### src/rtl/fu_controller.sv
// Command sequencer for the combinational functional_unit: runs multi-step ops and returns the accumulator.
// Optional overflow/reserved-op error reporting is built when FU_CTRL_ERR_EN is defined.
module fu_controller #(
    parameter int WIDTH = 10
) (
    input  logic             clk,
    input  logic             rst_n,
    input  logic             cmd_valid,
    output logic             cmd_ready,
    input  logic [2:0]       cmd_op,
    input  logic [WIDTH-1:0] cmd_data,
    output logic [WIDTH-1:0] fu_a,
    output logic [WIDTH-1:0] fu_y,
    output logic [2:0]       fu_sel,
    input  logic [WIDTH-1:0] fu_z,
    output logic             rsp_valid,
    input  logic             rsp_ready,
    output logic [WIDTH-1:0] rsp_data,
`ifdef FU_CTRL_ERR_EN
    output logic             rsp_err,
`endif
    output logic [WIDTH-1:0] acc
);

    localparam logic [1:0] ST_IDLE = 2'd0;
    localparam logic [1:0] ST_EXEC = 2'd1;
    localparam logic [1:0] ST_RESP = 2'd2;

    localparam logic [2:0] OP_ADD  = 3'b000;
    localparam logic [2:0] OP_ONE  = 3'b001;
    localparam logic [2:0] OP_LOAD = 3'b010;
    localparam logic [2:0] OP_INC  = 3'b100;
    localparam logic [2:0] OP_INCN = 3'b101;
    localparam logic [2:0] OP_MUL  = 3'b110;

    localparam logic [2:0] SEL_ADD  = 3'b000;
    localparam logic [2:0] SEL_ONE  = 3'b001;
    localparam logic [2:0] SEL_PASS = 3'b010;
    localparam logic [2:0] SEL_NOP  = 3'b011;
    localparam logic [2:0] SEL_INC  = 3'b100;

    logic [1:0]       r_state;
    logic [2:0]       r_op;
    logic [WIDTH-1:0] r_opd;
    logic [WIDTH-1:0] r_mcand;
    logic [WIDTH-1:0] r_cnt;
    logic             r_clr;
    logic [WIDTH-1:0] r_acc;

    logic             w_accept;
    logic             w_exec;
    logic             w_last;

    assign w_accept  = (r_state == ST_IDLE) && cmd_valid;
    assign w_exec    = (r_state == ST_EXEC);
    assign cmd_ready = (r_state == ST_IDLE);
    assign rsp_valid = (r_state == ST_RESP);
    assign rsp_data  = r_acc;
    assign acc       = r_acc;

    always_comb begin
        fu_sel = SEL_NOP;
        fu_a   = '0;
        fu_y   = r_acc;
        if (w_exec) begin
            case (r_op)
                OP_ADD: begin
                    fu_sel = SEL_ADD;
                    fu_a   = r_acc;
                    fu_y   = r_opd;
                end
                OP_ONE:  fu_sel = SEL_ONE;
                OP_LOAD: begin
                    fu_sel = SEL_PASS;
                    fu_y   = r_opd;
                end
                OP_INC:  fu_sel = SEL_INC;
                // INCN 0 still takes one step, passing acc through unchanged
                OP_INCN: fu_sel = (r_opd == '0) ? SEL_PASS : SEL_INC;
                OP_MUL: begin
                    if (r_clr) begin
                        fu_sel = SEL_PASS;
                        fu_y   = '0;
                    end else begin
                        fu_sel = SEL_ADD;
                        fu_a   = r_acc;
                        fu_y   = r_mcand;
                    end
                end
                default: fu_sel = SEL_NOP;
            endcase
        end
    end

    always_comb begin
        case (r_op)
            OP_INCN: w_last = (r_cnt <= WIDTH'(1));
            OP_MUL:  w_last = r_clr ? (r_cnt == '0) : (r_cnt == WIDTH'(1));
            default: w_last = 1'b1;
        endcase
    end

    always_ff @(posedge clk or negedge rst_n) begin
        if (!rst_n) begin
            r_state <= ST_IDLE;
            r_op    <= '0;
            r_opd   <= '0;
            r_mcand <= '0;
            r_cnt   <= '0;
            r_clr   <= 1'b0;
            r_acc   <= '0;
        end else begin
            case (r_state)
                ST_IDLE: begin
                    if (w_accept) begin
                        r_op    <= cmd_op;
                        r_opd   <= cmd_data;
                        r_mcand <= r_acc;
                        r_cnt   <= cmd_data;
                        r_clr   <= (cmd_op == OP_MUL);
                        r_state <= ST_EXEC;
                    end
                end
                ST_EXEC: begin
                    r_acc <= fu_z;
                    r_clr <= 1'b0;
                    // the MUL clear step does not consume a repeat count
                    if (!r_clr && r_cnt != '0)
                        r_cnt <= r_cnt - WIDTH'(1);
                    if (w_last)
                        r_state <= ST_RESP;
                end
                ST_RESP: begin
                    if (rsp_ready)
                        r_state <= ST_IDLE;
                end
                default: r_state <= ST_IDLE;
            endcase
        end
    end

`ifdef FU_CTRL_ERR_EN
    logic r_err;
    logic w_wrap;

    assign w_wrap  = ((fu_sel == SEL_ADD) || (fu_sel == SEL_INC)) && (fu_z < r_acc);
    assign rsp_err = r_err && rsp_valid;

    always_ff @(posedge clk or negedge rst_n) begin
        if (!rst_n)
            r_err <= 1'b0;
        else if (w_accept)
            r_err <= 1'b0;
        else if (w_exec && (w_wrap || r_op == 3'b111))
            r_err <= 1'b1;
    end
`endif

endmodule

### config.mk
export PLATFORM = sky130hd
export DESIGN_NAME = fu_controller
export DESIGN_NICKNAME = d
export VERILOG_FILES = /design/src/rtl/fu_controller.sv
export SDC_FILE = /design/constraint.sdc
export NUM_CORES = 1
export LEC_CHECK = 0
export CAP_MARGIN = 40
export CORE_ASPECT_RATIO = 0.75
export CORE_MARGIN = 3
export CORE_UTILIZATION = 45
export CTS_BUF_LIST = sky130_fd_sc_hd__clkbuf_16
export CTS_CLUSTER_DIAMETER = 120
export DETAILED_ROUTE_END_ITERATION = 10
export PLACE_DENSITY_LB_ADDON = 0.05
export SKIP_CTS_REPAIR_TIMING = 1
export SLEW_MARGIN = 20
export SYNTH_ARGS = -nofsm -noshare
export SYNTH_HDL_FRONTEND = slang
export SYNTH_SLANG_ARGS = --single-unit
### constraint.sdc
create_clock -name clk -period 4.5 [get_ports clk]
set_input_delay 0.9 -clock clk [delete_from_list [all_inputs] [get_ports clk]]
set_output_delay 0.9 -clock clk [all_outputs]
set_load 0.02 [all_outputs]
# Word-level counts from Yosys, hierarchy flattened
# Cells that the tools add are included.
[word_totals] mem_bits_ro=0 n_memories=0 ram_bits=0 reg_bits=46 input_bits=27 wordCells=57 output_inout_bits=45 latch_bits=0
[op_classes] div=0 n_lt_le_gt_ge=1 muxes=21 n_eq_ne=13 shift=0 n_addsub=1 mul=0 n_bitwise=0 n_reduce_logical=14
[ops] operator="$mux 10" n=6
[ops] operator="$pmux 10 s2" n=3
[ops] operator="$logic_not 10->1" n=2
[ops] operator="$pmux 3 s6" n=1
[ops] operator="$eq 3x3->1 const B" n=4
[ops] operator="$eq 10x1->1 const B" n=1
[ops] operator="$le 10x1->1 const B" n=1
[ops] operator="$reduce_bool 10->1" n=1
[ops] operator="$sub 10x1->10 const B" n=1
[ops] operator="$mux 2" n=4
[ops] operator="$ne 2x1->1 const B" n=4
[ops] operator="$mux 3" n=2
[ops] operator="$pmux 2 s3" n=1
[ops] operator="$reduce_and 3->1" n=2
[ops] operator="$pmux 1 s2" n=2
[ops] operator="$reduce_and 2->1" n=2
[ops] operator="$eq 3x1->1 const B" n=1
[ops] operator="$eq 3x2->1 const B" n=1
[ops] operator="$logic_not 3->1" n=1
[ops] operator="$eq 2x1->1 const B" n=1
[ops] operator="$eq 2x2->1 const B" n=1
[ops] operator="$logic_and 1x1->1" n=2
[ops] operator="$logic_not 2->1" n=1
[ops] operator="$mux 1" n=2
[ops] operator="3 further kinds" n=3

# Logic depth before layout (Yosys ltp)
[depth] word_depth=5 ltp_mapped=6 ltp_nobuf=6

# Worst setup path before layout
# Ideal clock, no wire load.
[synth_path] path_kind="register to output" start="register r_state[1]" end="output fu_y[0]" t_arrival_ns=1.510 stages_incl_launch_ff=7 required_ns=3.600 n_path_buf=2 setup_slack_ns=2.090 path_cell_list="dfrtp_1 > nand2b_1 > buf_2 > nor3_2 > buf_2 > nor2_1 > a21oi_1"
[synth_between] elab_chain_cells=2
[synth_rtl] element="start, declared" line="42" text="logic [1:0] r_state;"
[synth_rtl] element="start signal, assigned" line="105" text="r_state <= ST_IDLE;"
[synth_rtl] element="start signal, assigned" line="121" text="r_state <= ST_EXEC;"
[synth_rtl] element="start signal, assigned" line="131" text="r_state <= ST_RESP;"
[synth_rtl] element="$eq 2x1->1" line="55" text="assign w_exec = (r_state == ST_EXEC);"
[synth_rtl] element="$mux 10" line="65" text="if (w_exec) begin"
[synth_rtl] element="end, declared" line="13" text="output logic [WIDTH-1:0] fu_y,"
# Every way passes these cells.

# Worst setup path in the final report
[layout_path] start="register r_op[2]" end="output fu_a[9]"
[layout_between] elab_chain_cells=3 word_cells_on_any_way=4 cone_classes="1 x eq/ne; 2 x mux; 1 x reduce/logical"
[layout_rtl] element="start, declared" line="43" text="logic [2:0] r_op;"
[layout_rtl] element="start signal, assigned" line="116" text="r_op <= cmd_op;"
[layout_rtl] element="$eq 3x3->1 / $logic_not 3->1 (equally long branches)" line="66" text="case (r_op)"
[layout_rtl] element="$pmux 10 s2 *" line="66"
[layout_rtl] element="$mux 10 *" line="65"
[layout_rtl] element="end, declared" line="12" text="output logic [WIDTH-1:0] fu_a,"
# Every way passes the cells marked *; elsewhere a longest branch is shown, timed or not.

==> metrics <==
outcome completed; drt first pass iters 5; Main synth FF type dfrtp_1; distinct cell type count after synthesis 40; GPL Wtd Cong 0.891; routed vias/inst 5.50; Hold Path Class reg -> reg; minimum clock period 3.46 ns; Slew Limit Fails 0; fmax 289 MHz; CP peak stage delay 0.60 ns; syn nets 329; r2r setup slk 2.37 ns; startpoint types flop; Placed Cells 424; Core Region 5150 um^2; setup TNS after final layout 0 ns; fraction of layout cells with a size suffix above 1 6.37%; final antenna-violating net count 0; Worst-path clk slew 0.06 ns; max_slew headroom 51.3%; Crit. End Element output pin; Critical Path RT 3.60 ns; Slew @ Worst Pin 0.728 ns; Max clock buf depth 2; WS Path Type reg -> out; Final Non-Filler Cells 433; first-pass GRT wire length 11200 um; GR Overflow Total 0; skew final 0.00242 ns; Reg2Reg Depth 6; mapped cell area 2510 um^2; Tot GR Track Use 21.8%; crit path from r_op[2]; Gate Count Post-Synth 300; Std-Cell Rows 22; Register Area 1150 um^2; WP buf/inv 2; port bufs 71; CP arrival 2.56 ns; leak pwr 1.50 nW; CP Cell Sequence nor2b_1 > nor3_2 > buf_4 > a21boi_2 > and2_1 > clkdlybuf4s50_1; H-Tree Depth 2; pin count of the biggest net entering global routing 38; Max stage delay cell, worst path clkdlybuf4s50_1; Crit path depth 6; worst skew pair latency 0.28 ns; TritonCTS Buffers 5; design area 3380 um^2; die outline height 70.7 um; DR DRC count 0; Worst R2R Start r_cnt[0]; Ys Warns 0; unrepaired setup endpoints after global routing false; vias in the first global route 2234; CTS tree built; antenna diode count 0; nets@finish 389; die area 6520 um^2; HPWL after DPL 4980 um; Seq/Total Area, Yosys 45.8%; total wire length 6880 um; Clk Tree Root Cell clkbuf_16; number of enable flip-flop cells after synthesis 0; syn avg cell area 8.37 um^2; wire per inst 15.9 um; Reg2Reg Capture Point r_cnt[7]; post-route clock period utilization 77.0%; CTS Sinks 46; Placed Area 3230 um^2; CP top delay family buffers and inverters; Max VDD drop 416 uV; number of synthesized register bits 46; Iter 0 DRT Violations 213; Fin. Hold Viols 0; multi-input combinational cell area 1200 um^2; Fillers 453; initial core utilization 48.8%; PwrDens 793 nW/um^2; Layout area overhead 34.6%; Die Wd 92.3 um; max_cap viols 0; end point of the critical path fu_a[9]; Via Count 2382; initial antenna violation count 0; setup violators final 0; post-synthesis async set-or-reset flop share 100%; IO Count 72; CP Max Fanout 21
==> metal layers <==
layer,vias to the layer above,share of wire (%),track usage (%)
li1,1138,-,-
met1,1149,46,32.1
met2,87,45,32.5
met3,8,7.5,5.42
met4,0,1.2,5.27
met5,-,0,0
==> metrics by stage <==
step	hold slack [ns]	power (mW)	worst slack, ns	util [%]
after floorplan	0.446	1.75	2.09	-
after global placement	0.459	2.28	1.37	62.0
after detailed placement	0.466	2.33	1.31	62.7
after CTS	0.479	2.68	0.992	65.4
after global routing	0.512	2.87	0.841	65.7
final	0.478	2.68	1.04	65.7
==> report_power, final <==
part | switching [mW] | total (mW) | internal (mW) | leakage (nW)
logic | 0.844 | 1.50 | 0.660 | 0.860
registers | 0.219 | 0.830 | 0.611 | 0.570
clock network | 0.148 | 0.348 | 0.201 | 0.0724
==> cell families (layout without fill, tap and decap cells) <==
kind of cell	after synthesis	count (layout)	synth area share, %
compound gates	60	60	16.8
mux	2	2	0.847
flops	46	46	45.8
simple gates	161	161	29.1
fa+ha+maj	2	2	0.996
buf+inv	29	90	6.33
==> state kept, by name, summed over array words and instances, names as in the netlist <==
name and count:
acc 10, r_cnt 10, r_mcand 10, r_opd 10
r_op 3, r_state 2, r_clr 1
==> synthesized netlist by cell type, drive strengths merged, types with 2 or more instances <==
master	instances	share of area, %
nor2	20	3.3
o21ai	6	1.2
a41oi	2	0.70
o22ai	7	1.7
a22oi	12	3.6
nand2b	2	0.50
buf	20	5.0
nor2b	3	0.75
nor3	8	2.2
ha	2	1.0
and2	11	2.7
clkbuf	5	0.75
dfrtp	46	46
nand2	101	15
a21oi	16	3.2
inv	4	0.60
nor4	5	1.2
nor3b	2	0.80
o2bb2ai	7	2.4
a31oi	3	0.75
o22a	2	0.70
or3	3	0.75
==> worst min path at each step <==
| stage | endpoint | depth (start not counted) | from |
|---|---|---|---|
| detailed placement | r_mcand[4] | 2 | r_mcand[4] |
| global route | r_mcand[2] | 2 | r_mcand[2] |
| CTS | r_mcand[2] | 2 | r_mcand[2] |
| finish | r_mcand[5] | 2 | r_mcand[5] |
| floorplan | r_mcand[0] | 2 | r_mcand[0] |
| global placement | r_mcand[7] | 2 | r_mcand[7] |
==> cell type report <==
type,count,area share (%)
Multi-Input combinational cell,225,35.5
Sequential cell,46,34.0
Timing Repair Buffer,78,23.2
Clock buffer,5,3.70
Tap cell,72,2.66
Inverter,4,0.444
Clock inverter,3,0.370
==> worst register-to-register path: stages, from the launching register on <==
cell	delay, ns
dfrtp_1	0.43
inv_1	0.08
ha_1	0.27
nor3b_2	0.20
a311oi_4	0.63
nor2_4	0.17
o22a_1	0.25
==> cell usage in the layout, fill, tap and decap left out, types with 3 or more instances in the layout <==
cell type | Yosys | routed
nor3_1 | 5 | 5
a21oi_1 | 16 | 16
nor2_1 | 19 | 19
o22ai_1 | 7 | 7
o21ai_0 | 5 | 5
and2_1 | 11 | 11
nor3_2 | 3 | 3
nor2b_1 | 3 | 3
or3_1 | 3 | 3
buf_4 | 10 | 4
dfrtp_1 | 46 | 46
o2bb2ai_1 | 7 | 7
inv_1 | 4 | 5
nor4_1 | 5 | 5
clkbuf_16 | 0 | 5
a31oi_1 | 3 | 3
clkdlybuf4s50_1 | 0 | 70
nand2_1 | 101 | 101
a22oi_1 | 12 | 12
No activity file was read; power rests on OpenSTA's default activity.
